**config.mk**
```make
export PLATFORM = sky130hd
export DESIGN_NAME = i2s_sample_tx
export DESIGN_NICKNAME = d
export VERILOG_FILES = /design/src/rtl/i2s_sample_tx.sv
export SDC_FILE = /design/constraint.sdc
export NUM_CORES = 1
export LEC_CHECK = 0
export CAP_MARGIN = 5
export CORE_MARGIN = 4
export CORE_UTILIZATION = 27
export DETAILED_ROUTE_END_ITERATION = 8
export GPL_TIMING_DRIVEN = 0
export HOLD_SLACK_MARGIN = 0.08
export SYNTH_ARGS = -nofsm -noshare
export SYNTH_HDL_FRONTEND = slang
export SYNTH_SLANG_ARGS = --single-unit
```
**constraint.sdc**
```tcl
create_clock -name clk -period 2.1 [get_ports clk]
set_input_delay 0.21 -clock clk [delete_from_list [all_inputs] [get_ports clk]]
set_output_delay 0.21 -clock clk [all_outputs]
set_load 0.01 [all_outputs]
```
**src/rtl/i2s_sample_tx.sv**
```systemverilog
// I2S (Philips) transmitter: converts the reverberator_core fixed-point output to WIDTH-bit samples
// and sends them mono on both channels. Define I2S_TX_SATURATE_EN to clip instead of wrapping.
`ifndef FIXED_POINT
`define FIXED_POINT 8
`endif

module i2s_sample_tx #(
  parameter int unsigned IN_WIDTH  = 32,
  parameter int unsigned FRAC_BITS = `FIXED_POINT,
  parameter int unsigned WIDTH     = 24,
  parameter int unsigned BCLK_DIV  = 4
) (
  input  logic                clk,
  input  logic                rstn,
  input  logic                sample_clk,
  input  logic                enable,
  input  logic [IN_WIDTH-1:0] in,
  input  logic [2:0]          out_shift,
  output logic                bclk,
  output logic                lrclk,
  output logic                sdata,
  output logic                overrun,
  output logic                underrun
);

  localparam int unsigned TW     = IN_WIDTH + 7;
  localparam int unsigned DIV_W  = $clog2(BCLK_DIV);
  localparam int unsigned SLOT_W = 6;
  localparam int unsigned POS_W  = 5;
  localparam logic [WIDTH-1:0] MSB_MASK = {1'b1, {(WIDTH-1){1'b0}}};

  logic                  sync1_q, sync1_d;
  logic                  sync2_q, sync2_d;
  logic                  sc_prev_q, sc_prev_d;
  logic [DIV_W-1:0]      div_q, div_d;
  logic                  bclk_q, bclk_d;
  logic [SLOT_W-1:0]     slot_q, slot_d;
  logic                  lrclk_q, lrclk_d;
  logic                  sdata_q, sdata_d;
  logic [WIDTH-1:0]      hold_q, hold_d;
  logic [WIDTH-1:0]      shift_q, shift_d;
  logic                  fresh_q, fresh_d;
  logic                  overrun_q, overrun_d;
  logic                  underrun_q, underrun_d;

  logic signed [TW-1:0]  in_ext, s_full, t_full;
  logic [WIDTH-1:0]      conv_w;

  // Fraction removal and gain at full width so no bits are lost before the reduction.
  always_comb begin
    in_ext = {{7{in[IN_WIDTH-1]}}, in};
    s_full = in_ext >>> FRAC_BITS;
    t_full = s_full <<< out_shift;
  end

`ifdef I2S_TX_SATURATE_EN
  localparam logic signed [TW-1:0] SAT_MAX = TW'({1'b0, {(WIDTH-1){1'b1}}});
  localparam logic signed [TW-1:0] SAT_MIN = ~SAT_MAX;

  always_comb begin
    conv_w = t_full[WIDTH-1:0];
    if (t_full > SAT_MAX) begin
      conv_w = {1'b0, {(WIDTH-1){1'b1}}};
    end else if (t_full < SAT_MIN) begin
      conv_w = {1'b1, {(WIDTH-1){1'b0}}};
    end
  end
`else
  logic unused_hi;

  always_comb begin
    conv_w    = t_full[WIDTH-1:0];
    unused_hi = ^t_full[TW-1:WIDTH];
  end
`endif

  logic              capture, div_wrap, bclk_fall, frame_start;
  logic [SLOT_W-1:0] slot_nxt;
  logic [POS_W-1:0]  bit_pos;
  logic [WIDTH-1:0]  tx_word;

  always_comb begin
    sync1_d    = sample_clk;
    sync2_d    = sync1_q;
    sc_prev_d  = sync2_q;
    div_d      = div_q;
    bclk_d     = bclk_q;
    slot_d     = slot_q;
    lrclk_d    = lrclk_q;
    sdata_d    = sdata_q;
    hold_d     = hold_q;
    shift_d    = shift_q;
    fresh_d    = fresh_q;
    overrun_d  = overrun_q;
    underrun_d = 1'b0;
    tx_word    = shift_q;

    capture     = sync2_q & ~sc_prev_q;
    div_wrap    = (div_q == DIV_W'(BCLK_DIV - 1));
    bclk_fall   = div_wrap & bclk_q;
    frame_start = bclk_fall & (slot_q == SLOT_W'(63));
    slot_nxt    = slot_q + SLOT_W'(1);
    bit_pos     = slot_nxt[POS_W-1:0];

    div_d = div_wrap ? '0 : div_q + DIV_W'(1);
    if (div_wrap) begin
      bclk_d = ~bclk_q;
    end

    if (capture) begin
      hold_d  = conv_w;
      fresh_d = 1'b1;
      if (fresh_q) begin
        overrun_d = 1'b1;
      end
    end

    // Slot, word select and data all move on the bclk falling edge.
    if (bclk_fall) begin
      slot_d  = slot_nxt;
      lrclk_d = (slot_nxt >= SLOT_W'(31)) && (slot_nxt <= SLOT_W'(62));
      if (frame_start) begin
        tx_word    = enable ? (capture ? conv_w : hold_q) : '0;
        shift_d    = tx_word;
        fresh_d    = 1'b0;
        underrun_d = ~fresh_q & ~capture;
      end
      sdata_d = |(tx_word & (MSB_MASK >> bit_pos));
    end
  end

  always_ff @(posedge clk or negedge rstn) begin
    if (!rstn) begin
      sync1_q    <= 1'b0;
      sync2_q    <= 1'b0;
      sc_prev_q  <= 1'b0;
      div_q      <= '0;
      bclk_q     <= 1'b0;
      slot_q     <= '0;
      lrclk_q    <= 1'b0;
      sdata_q    <= 1'b0;
      hold_q     <= '0;
      shift_q    <= '0;
      fresh_q    <= 1'b0;
      overrun_q  <= 1'b0;
      underrun_q <= 1'b0;
    end else begin
      sync1_q    <= sync1_d;
      sync2_q    <= sync2_d;
      sc_prev_q  <= sc_prev_d;
      div_q      <= div_d;
      bclk_q     <= bclk_d;
      slot_q     <= slot_d;
      lrclk_q    <= lrclk_d;
      sdata_q    <= sdata_d;
      hold_q     <= hold_d;
      shift_q    <= shift_d;
      fresh_q    <= fresh_d;
      overrun_q  <= overrun_d;
      underrun_q <= underrun_d;
    end
  end

  assign bclk     = bclk_q;
  assign lrclk    = lrclk_q;
  assign sdata    = sdata_q;
  assign overrun  = overrun_q;
  assign underrun = underrun_q;

endmodule

```
==> results.ini, run 1 <==
[status]
outcome = finished, violations left
failing_checks = negative setup slack

[logic_synthesis]
syn_area_per_cell_um2 = 10.6
number_of_distinct_standard_cells_referenced_by_the_synthesized_netlist = 56
netlist.top_cell.by_area = sky130_fd_sc_hd__dfrtp_1
synthesis.instances = 348
synth_ff_type = sky130_fd_sc_hd__dfrtp_1
cell_area_after_synthesis_um2 = 3700
synth-warning-count = 0
synth-seq-cells = 65
synth-async-reset-ratio_pct = 100
synth-edff-count = 0
synth.top_cell.area_share_pct = 43.9
synth_fp_nets = 393
synthTopCellsByArea = sky130_fd_sc_hd__dfrtp_1, sky130_fd_sc_hd__mux4_2, sky130_fd_sc_hd__mux2i_1, sky130_fd_sc_hd__a22o_1, sky130_fd_sc_hd__nand2_1
sequential_element_share_of_the_synthesized_area_pct = 43.9

[timing]
finalClockSkew_ns = 0.0107
worstMarginPinSlew_ns = 0.830
rsz_0062_raised_after_global_routing = true
final_critical_path_setup_slack_ns = -0.0644
period_share_pct = 103
drv_slew = 0
timing.fmax_mhz = 462
timing_hold_violations_final = 0
period_needed_ns = 2.16
timing.final.setup_violations = 1
worst_slew_margin_rel_pct = 44.7

[power]
clockPowerShare_pct = 44.0
internal_power_mw = 2.49
share_seq_of_total_power_pct = 41.1
power.share.switching_pct = 25.5
total_power_mw = 3.35
power.switching_mw = 0.856
comb_power_share_pct = 14.9
power_density_nw_per_um2 = 678
total_leakage_power_nw = 1.99
max-vdd-ir-drop_uv = 375

[setup_path]
critical_path.cell_chain = buf_4 -> nand4_1 -> buf_4 -> or4_1 -> o211ai_1 -> a32oi_1 -> a21oi_2 -> o31ai_1 -> o41ai_1
data_arrival_time_of_the_critical_path_ns = 2.37
r2r_start = slot_q[2]
setup.worst_path.class = flip-flop to flip-flop
register_to_register_path_depth = 9
worst_path_slowest_cell = sky130_fd_sc_hd__or4_1
critical_path.top_delay_family = simple AND/OR/NAND/NOR gates
worstSetupStartpointType = flip-flop
worst_path_required_time_ns = 2.31
cp.buffers_inverters = 2
crit_fanout = 10
crit_path_end_kind = flip-flop
critPathMostFrequentCell = sky130_fd_sc_hd__buf_4
critPathMaxStageDelay_ns = 0.49
flop_to_flop_setup_slack_ns = -0.06
regToRegEndpoint = sdata

[clock_tree]
path_clk_slew_ns = 0.05
clockBufferDepth = 2
tritoncts_clock_tree = yes
tritoncts.num_buffers = 9
clk-insertion-delay-late_ns = 0.33
cts_htree_levels = 3
clock_tree.root_cell = sky130_fd_sc_hd__clkbuf_16
cts.sinks = 65

[detailed_routing]
drt_first_pass_iters = 5
drt_first_iter_violations = 244
drcViolationCount = 0
route.detailed.vias_per_inst = 5.13
ant_nets = 0
routed_wirelength_um = 9990
wire_per_inst_um = 16.7
num_vias = 3068

[global_route]
grt_usage_pct = 12.8
pin_count_of_the_biggest_net_entering_global_routing = 66
vias_in_the_first_global_route = 3165
number_of_antenna_violations_at_the_first_check_in_global_routing = 0
grt_remaining_overflow = 0
wire_length_of_the_first_global_routing_pass_um = 16200

[floorplanning]
initial_core_util_pct = 27.7
dieArea_um2 = 15700
core_region_area_um2 = 13300
chipHeight_um = 125
floorplan.rows = 42
ioPinCount = 44
die_x_um = 125

[hold_path]
hold_path_depth = 2
hold_end = hold_q[2]
hp-start = out_shift[2]
min_path_type = primary input to flip-flop

[placed_design]
routabilityCongestion = 0.878
portBuffers = 32
dp_hpwl_um = 7200
numPlacedInstances = 556

[finish]
layout.cells.most_common = sky130_fd_sc_hd__dfrtp_1
diodes = 0
area_grow_syn2layout_pct = 33.4
fillCellCount = 1350
stdcell_count = 598
nets = 463
final_cell_mix = sky130_fd_sc_hd__dfrtp_1, sky130_fd_sc_hd__buf_4, sky130_fd_sc_hd__nand2_1, sky130_fd_sc_hd__nor2_1, sky130_fd_sc_hd__clkdlybuf4s50_1
layout-drive-gt1-share_pct = 26.5

[job]
cap_violations = 0

[synth_stat cells, drive strengths merged, types with 4 or more instances]
| master | count |
|---|---|
| nand3 | 8 |
| dfrtp | 65 |
| clkbuf | 11 |
| o31ai | 7 |
| xor2 | 4 |
| buf | 13 |
| nand2 | 32 |
| and2 | 6 |
| mux2i | 18 |
| or4 | 4 |
| nor2 | 29 |
| a22o | 17 |
| and3 | 4 |
| a31oi | 6 |
| xnor2 | 7 |
| nor3 | 4 |
| mux2 | 6 |
| a21oi | 11 |
| ha | 6 |
| o211ai | 5 |
| nand2b | 5 |
| o21ai | 19 |
| inv | 6 |
| mux4 | 14 |
| o22ai | 6 |
[state kept, by name (all words and copies together) (netlist names)]
register,flops
slot_q,6
sc_prev_q,1
div_q,2
sync1_q,1
shift_q,24
overrun,1
sc_prev_d,1
fresh_q,1
sdata,1
bclk,1
hold_q,24
underrun,1
lrclk,1
[cells by family (layout without fill, tap and decap cells)]
kind of cell / Yosys count / after routing / synth area share (%)
XOR/XNOR: 11 / 11 / 2.60
buffers and inverters: 30 / 104 / 3.95
AO/OA/AOI/OAI: 94 / 94 / 18.6
flip-flops: 65 / 65 / 43.9
AND/OR/NAND/NOR: 104 / 104 / 13.3
adder cells (fa/ha/maj): 6 / 6 / 2.03
multiplexers: 38 / 38 / 15.6
[power by group through the flow]
stage / clock, mW / combinational [mW] / sequential, mW
2_1_floorplan: 0 / 0.276 / 1.39
3_3_place_gp: 0 / 0.445 / 1.40
3_5_place_dp: 0 / 0.451 / 1.40
4_1_cts: 1.49 / 0.500 / 1.38
5_1_grt: 1.56 / 0.545 / 1.38
6_report: 1.47 / 0.500 / 1.38
[metal layers]
| metal | global-route usage [%] | part of all wire [%] | vias to the layer above |
|---|---|---|---|
| li1 | - | - | 1447 |
| met1 | 16.4 | 44 | 1539 |
| met2 | 21.5 | 50 | 72 |
| met3 | 3.45 | 4.2 | 10 |
| met4 | 3.13 | 1.6 | 0 |
| met5 | 0 | 0 | - |
[worst max-delay path by stage]
stage,end,startpoint,depth (start not counted),slack (ns)
final,sdata,slot_q[2],9,-0.06
after global routing,sdata,slot_q[3],9,-0.16
after CTS,sdata,slot_q[1],9,-0.04
after detailed placement,sdata,out_shift[0],10,-0.86
after global placement,slot_q[0],rstn,1,-1.55
after floorplan,sdata,slot_q[1],8,0.008
[through the flow]
stage	cell area [um^2]	util, %	hold WS (ns)	setup WS, ns	TNS (ns)
2_1_floorplan	3720	-	-0.0856	0.00805	0
3_3_place_gp	4260	31.9	0.346	-1.55	-89.36
3_5_place_dp	4260	31.9	0.353	-0.859	-4.97
4_1_cts	4930	36.9	0.271	-0.0405	-0.0405
5_1_grt	4940	37.0	0.277	-0.159	-0.159
6_report	4940	37.0	0.271	-0.0644	-0.0644
[final cells by class]
class	instances	area, um^2	share of cell area [%]
tap	176	220	4.46
clock inverter	6	70.1	1.42
multi-input combinational	253	2080	42.1
clock buffer	9	225	4.56
timing repair buffer	60	532	10.8
buffer	23	163	3.29
inverter	6	22.5	0.456
sequential	65	1630	33.0
[what timing repair did]
item	in CTS	in global routing
cloned	0	0
setup buffers	26	1
pin swaps	10	4
gates resized for setup	53	6
hold buffers	1	0
setup endpoints to repair	17	2
endpoints found under the hold margin	65	0
(Power assumes the default switching activity.)
==> run 2: changes to the inputs <==
==> constraint.sdc (replaced) <==
create_clock -name clk -period 2.3 [get_ports clk]
set_input_delay 0.23 -clock clk [delete_from_list [all_inputs] [get_ports clk]]
set_output_delay 0.23 -clock clk [all_outputs]
set_load 0.01 [all_outputs]
==> results.ini, run 2 (synthesis results as in run 1) <==
[global_route]
wire_length_of_the_first_global_routing_pass_um = 16600  ; +2.0%
vias_in_the_first_global_route = 3070  ; -3.0%
number_of_antenna_violations_at_the_first_check_in_global_routing = 0  ; unchanged
grt_remaining_overflow = 0  ; unchanged
grt_usage_pct = 13.2  ; +0.40 points
pin_count_of_the_biggest_net_entering_global_routing = 66  ; unchanged

[placed_design]
pre_cts_slack_ns = -0.781  ; +0.0778 ns
dp_hpwl_um = 7270  ; +1.1%
portBuffers = 32  ; unchanged
routabilityCongestion = 0.887  ; +1.0%

[finish]
nets = 452  ; -2.4%
reg_top3 = hold_q: 24 flops, shift_q: 24 flops, slot_q: 6 flops
area_grow_syn2layout_pct = 33.3
layout.core_utilization_pct = 37.0  ; -0.038 points
fillCellCount = 1321  ; -2.1%
layout.cells.most_common = sky130_fd_sc_hd__dfrtp_1
diodes = 0  ; unchanged
multi_input_comb_area_um2 = 2140  ; +3.1%
layout-drive-gt1-share_pct = 25.5  ; -1.1 points
sequential_cell_area_um2 = 1630  ; unchanged
final_cell_mix = sky130_fd_sc_hd__dfrtp_1, sky130_fd_sc_hd__nand2_1, sky130_fd_sc_hd__clkdlybuf4s50_1, sky130_fd_sc_hd__nor2_1, sky130_fd_sc_hd__buf_4

[floorplanning]
die_x_um = 125  ; unchanged
dieArea_um2 = 15700  ; unchanged
ioPinCount = 44  ; unchanged
chipHeight_um = 125  ; unchanged
initial_core_util_pct = 27.7  ; unchanged
floorplan.rows = 42  ; unchanged
core_region_area_um2 = 13300  ; unchanged

[hold_path]
hold_end = hold_q[2]
hold_path_depth = 2  ; unchanged
min_path_type = primary input to flip-flop
hp-start = out_shift[2]

[power]
max-vdd-ir-drop_uv = 317  ; -15%
power_density_nw_per_um2 = 639  ; -5.8%
total_power_mw = 3.15  ; -5.9%
total_leakage_power_nw = 1.94  ; -2.4%

[detailed_routing]
wire_per_inst_um = 17.2  ; +3.2%
drcViolationCount = 0  ; unchanged
ant_nets = 0  ; unchanged
routed_wirelength_um = 10100  ; +1.5%
drt_first_iter_violations = 196  ; -20%
drt_first_pass_iters = 5  ; unchanged
num_vias = 3069  ; +0.033%
route.detailed.vias_per_inst = 5.22  ; +1.7%

[setup_path]
worst_path_required_time_ns = 2.50  ; +0.19 ns
flop_to_flop_setup_slack_ns = 0.06  ; +0.12 ns
regToRegEndpoint = sdata
register_to_register_path_depth = 9  ; unchanged
r2r_start = slot_q[1]
worstSetupStartpointType = primary input
crit_path_end_kind = flip-flop
critPathMaxStageDelay_ns = 0.58  ; +0.09 ns
data_arrival_time_of_the_critical_path_ns = 2.46  ; +0.09 ns
crit_fanout = 5  ; -5
worst_path_slowest_cell = sky130_fd_sc_hd__mux4_2
critical_path.cell_chain = clkdlybuf4s50_1 -> mux4_2 -> mux2i_4 -> a21oi_2 -> a31o_1 -> nor2b_1 -> a2111oi_2 -> o41ai_1
setup.worst_path.class = primary input to flip-flop

[clock_tree]
cts.sinks = 65  ; unchanged
clk-insertion-delay-late_ns = 0.33  ; about the same
path_clk_slew_ns = 0.05  ; about the same
cts_htree_levels = 3  ; unchanged
clockBufferDepth = 2  ; unchanged
tritoncts.num_buffers = 9  ; unchanged
tritoncts_clock_tree = yes
clock_tree.root_cell = sky130_fd_sc_hd__clkbuf_16

[timing]
timing.fmax_mhz = 442
period_share_pct = 98.4
timing_hold_violations_final = 0  ; unchanged
timing.final.setup_violations = 0  ; -1
hold_ws_ns = 0.320  ; +0.0491 ns
final_critical_path_setup_slack_ns = 0.0375  ; +0.102 ns
finalClockSkew_ns = 0.00460  ; -0.00611 ns
period_needed_ns = 2.26
totalNegativeSetupSlack_ns = 0  ; +0.0644 ns
rsz_0062_raised_after_global_routing = true
drv_slew = 0  ; unchanged
worstMarginPinSlew_ns = 0.824  ; -0.00561 ns
worst_slew_margin_rel_pct = 45.1  ; +0.37 points

[job]
cap_violations = 0  ; unchanged

[status]
outcome = finished clean

## run 2: changes by cell type in the layout (fill, tap and decap cells not counted), moves of 2 or more
cell,previous run,this run
sky130_fd_sc_hd__buf_4,31,20
sky130_fd_sc_hd__clkbuf_1,4,7
sky130_fd_sc_hd__clkinv_2,0,3
sky130_fd_sc_hd__mux2i_1,14,11
sky130_fd_sc_hd__clkbuf_8,2,0
sky130_fd_sc_hd__clkdlybuf4s50_1,27,29
sky130_fd_sc_hd__clkinv_4,2,0
sky130_fd_sc_hd__clkinvlp_4,3,1
sky130_fd_sc_hd__dlygate4sd2_1,3,1
sky130_fd_sc_hd__mux2i_4,3,5
## run 2: through the flow
stage               std cells  cell area, um^2
detailed placement        556             4240
finish                    588             4930
global placement          556             4240
CTS                       578             4700
floorplan                 348             3700
global route              588             4930
## run 2: final cells by class
type	instances	share of cell area (%)
multi-input cells	253	43.4
plain buffers	24	3.30
repair buffers	48	9.05
flip-flops and latches	65	33.0
clock buffers	10	4.64
inverters	6	0.456
clock inverters	6	1.67
well taps	176	4.46
## run 2: layer usage
layer  part of all wire, %  vias to the layer above  global-route usage [%]  routed length, um
met3                   6.0                       20                    3.03                606
met2                    49                       95                    20.4               4950
met4                   2.0                        0                    4.85                204
met5                     0                        -                       0                  0
met1                    43                     1537                    18.1               4380
li1                      -                     1417                       -                  -
## run 2: critical path, delay by kind of cell
family          cells  cell delay (ns)
compound gates      4             0.81
buf+inv             1             0.48
mux                 2             0.79
simple gates        1             0.15
## run 2: worst max-delay path by stage
stage                             from    endpoint  slack [ns]  depth (start not counted)
final                           in[12]       sdata        0.04                          8
after CTS                    sc_prev_d       sdata       0.005                          9
after global placement            rstn  shift_q[0]       -1.11                          1
after floorplan              slot_q[0]       sdata        0.04                          7
after detailed placement  out_shift[0]       sdata       -0.78                          9
after global routing         slot_q[1]       sdata       -0.04                          8
## run 2: repair_timing
action | CTS | global route
setup buffers | 5 | 10
setup endpoints to repair | 10 | 1
resized for setup | 34 | 39
hold endpoints to repair | 65 | 0
pin swaps | 2 | 11
hold buffers | 1 | 0
## run 2: power by group
part / switching (mW) / internal, mW / total [mW]
Combinational: 0.251 / 0.217 / 0.468
Clock: 0.485 / 0.942 / 1.43
Sequential: 0.0311 / 1.22 / 1.26
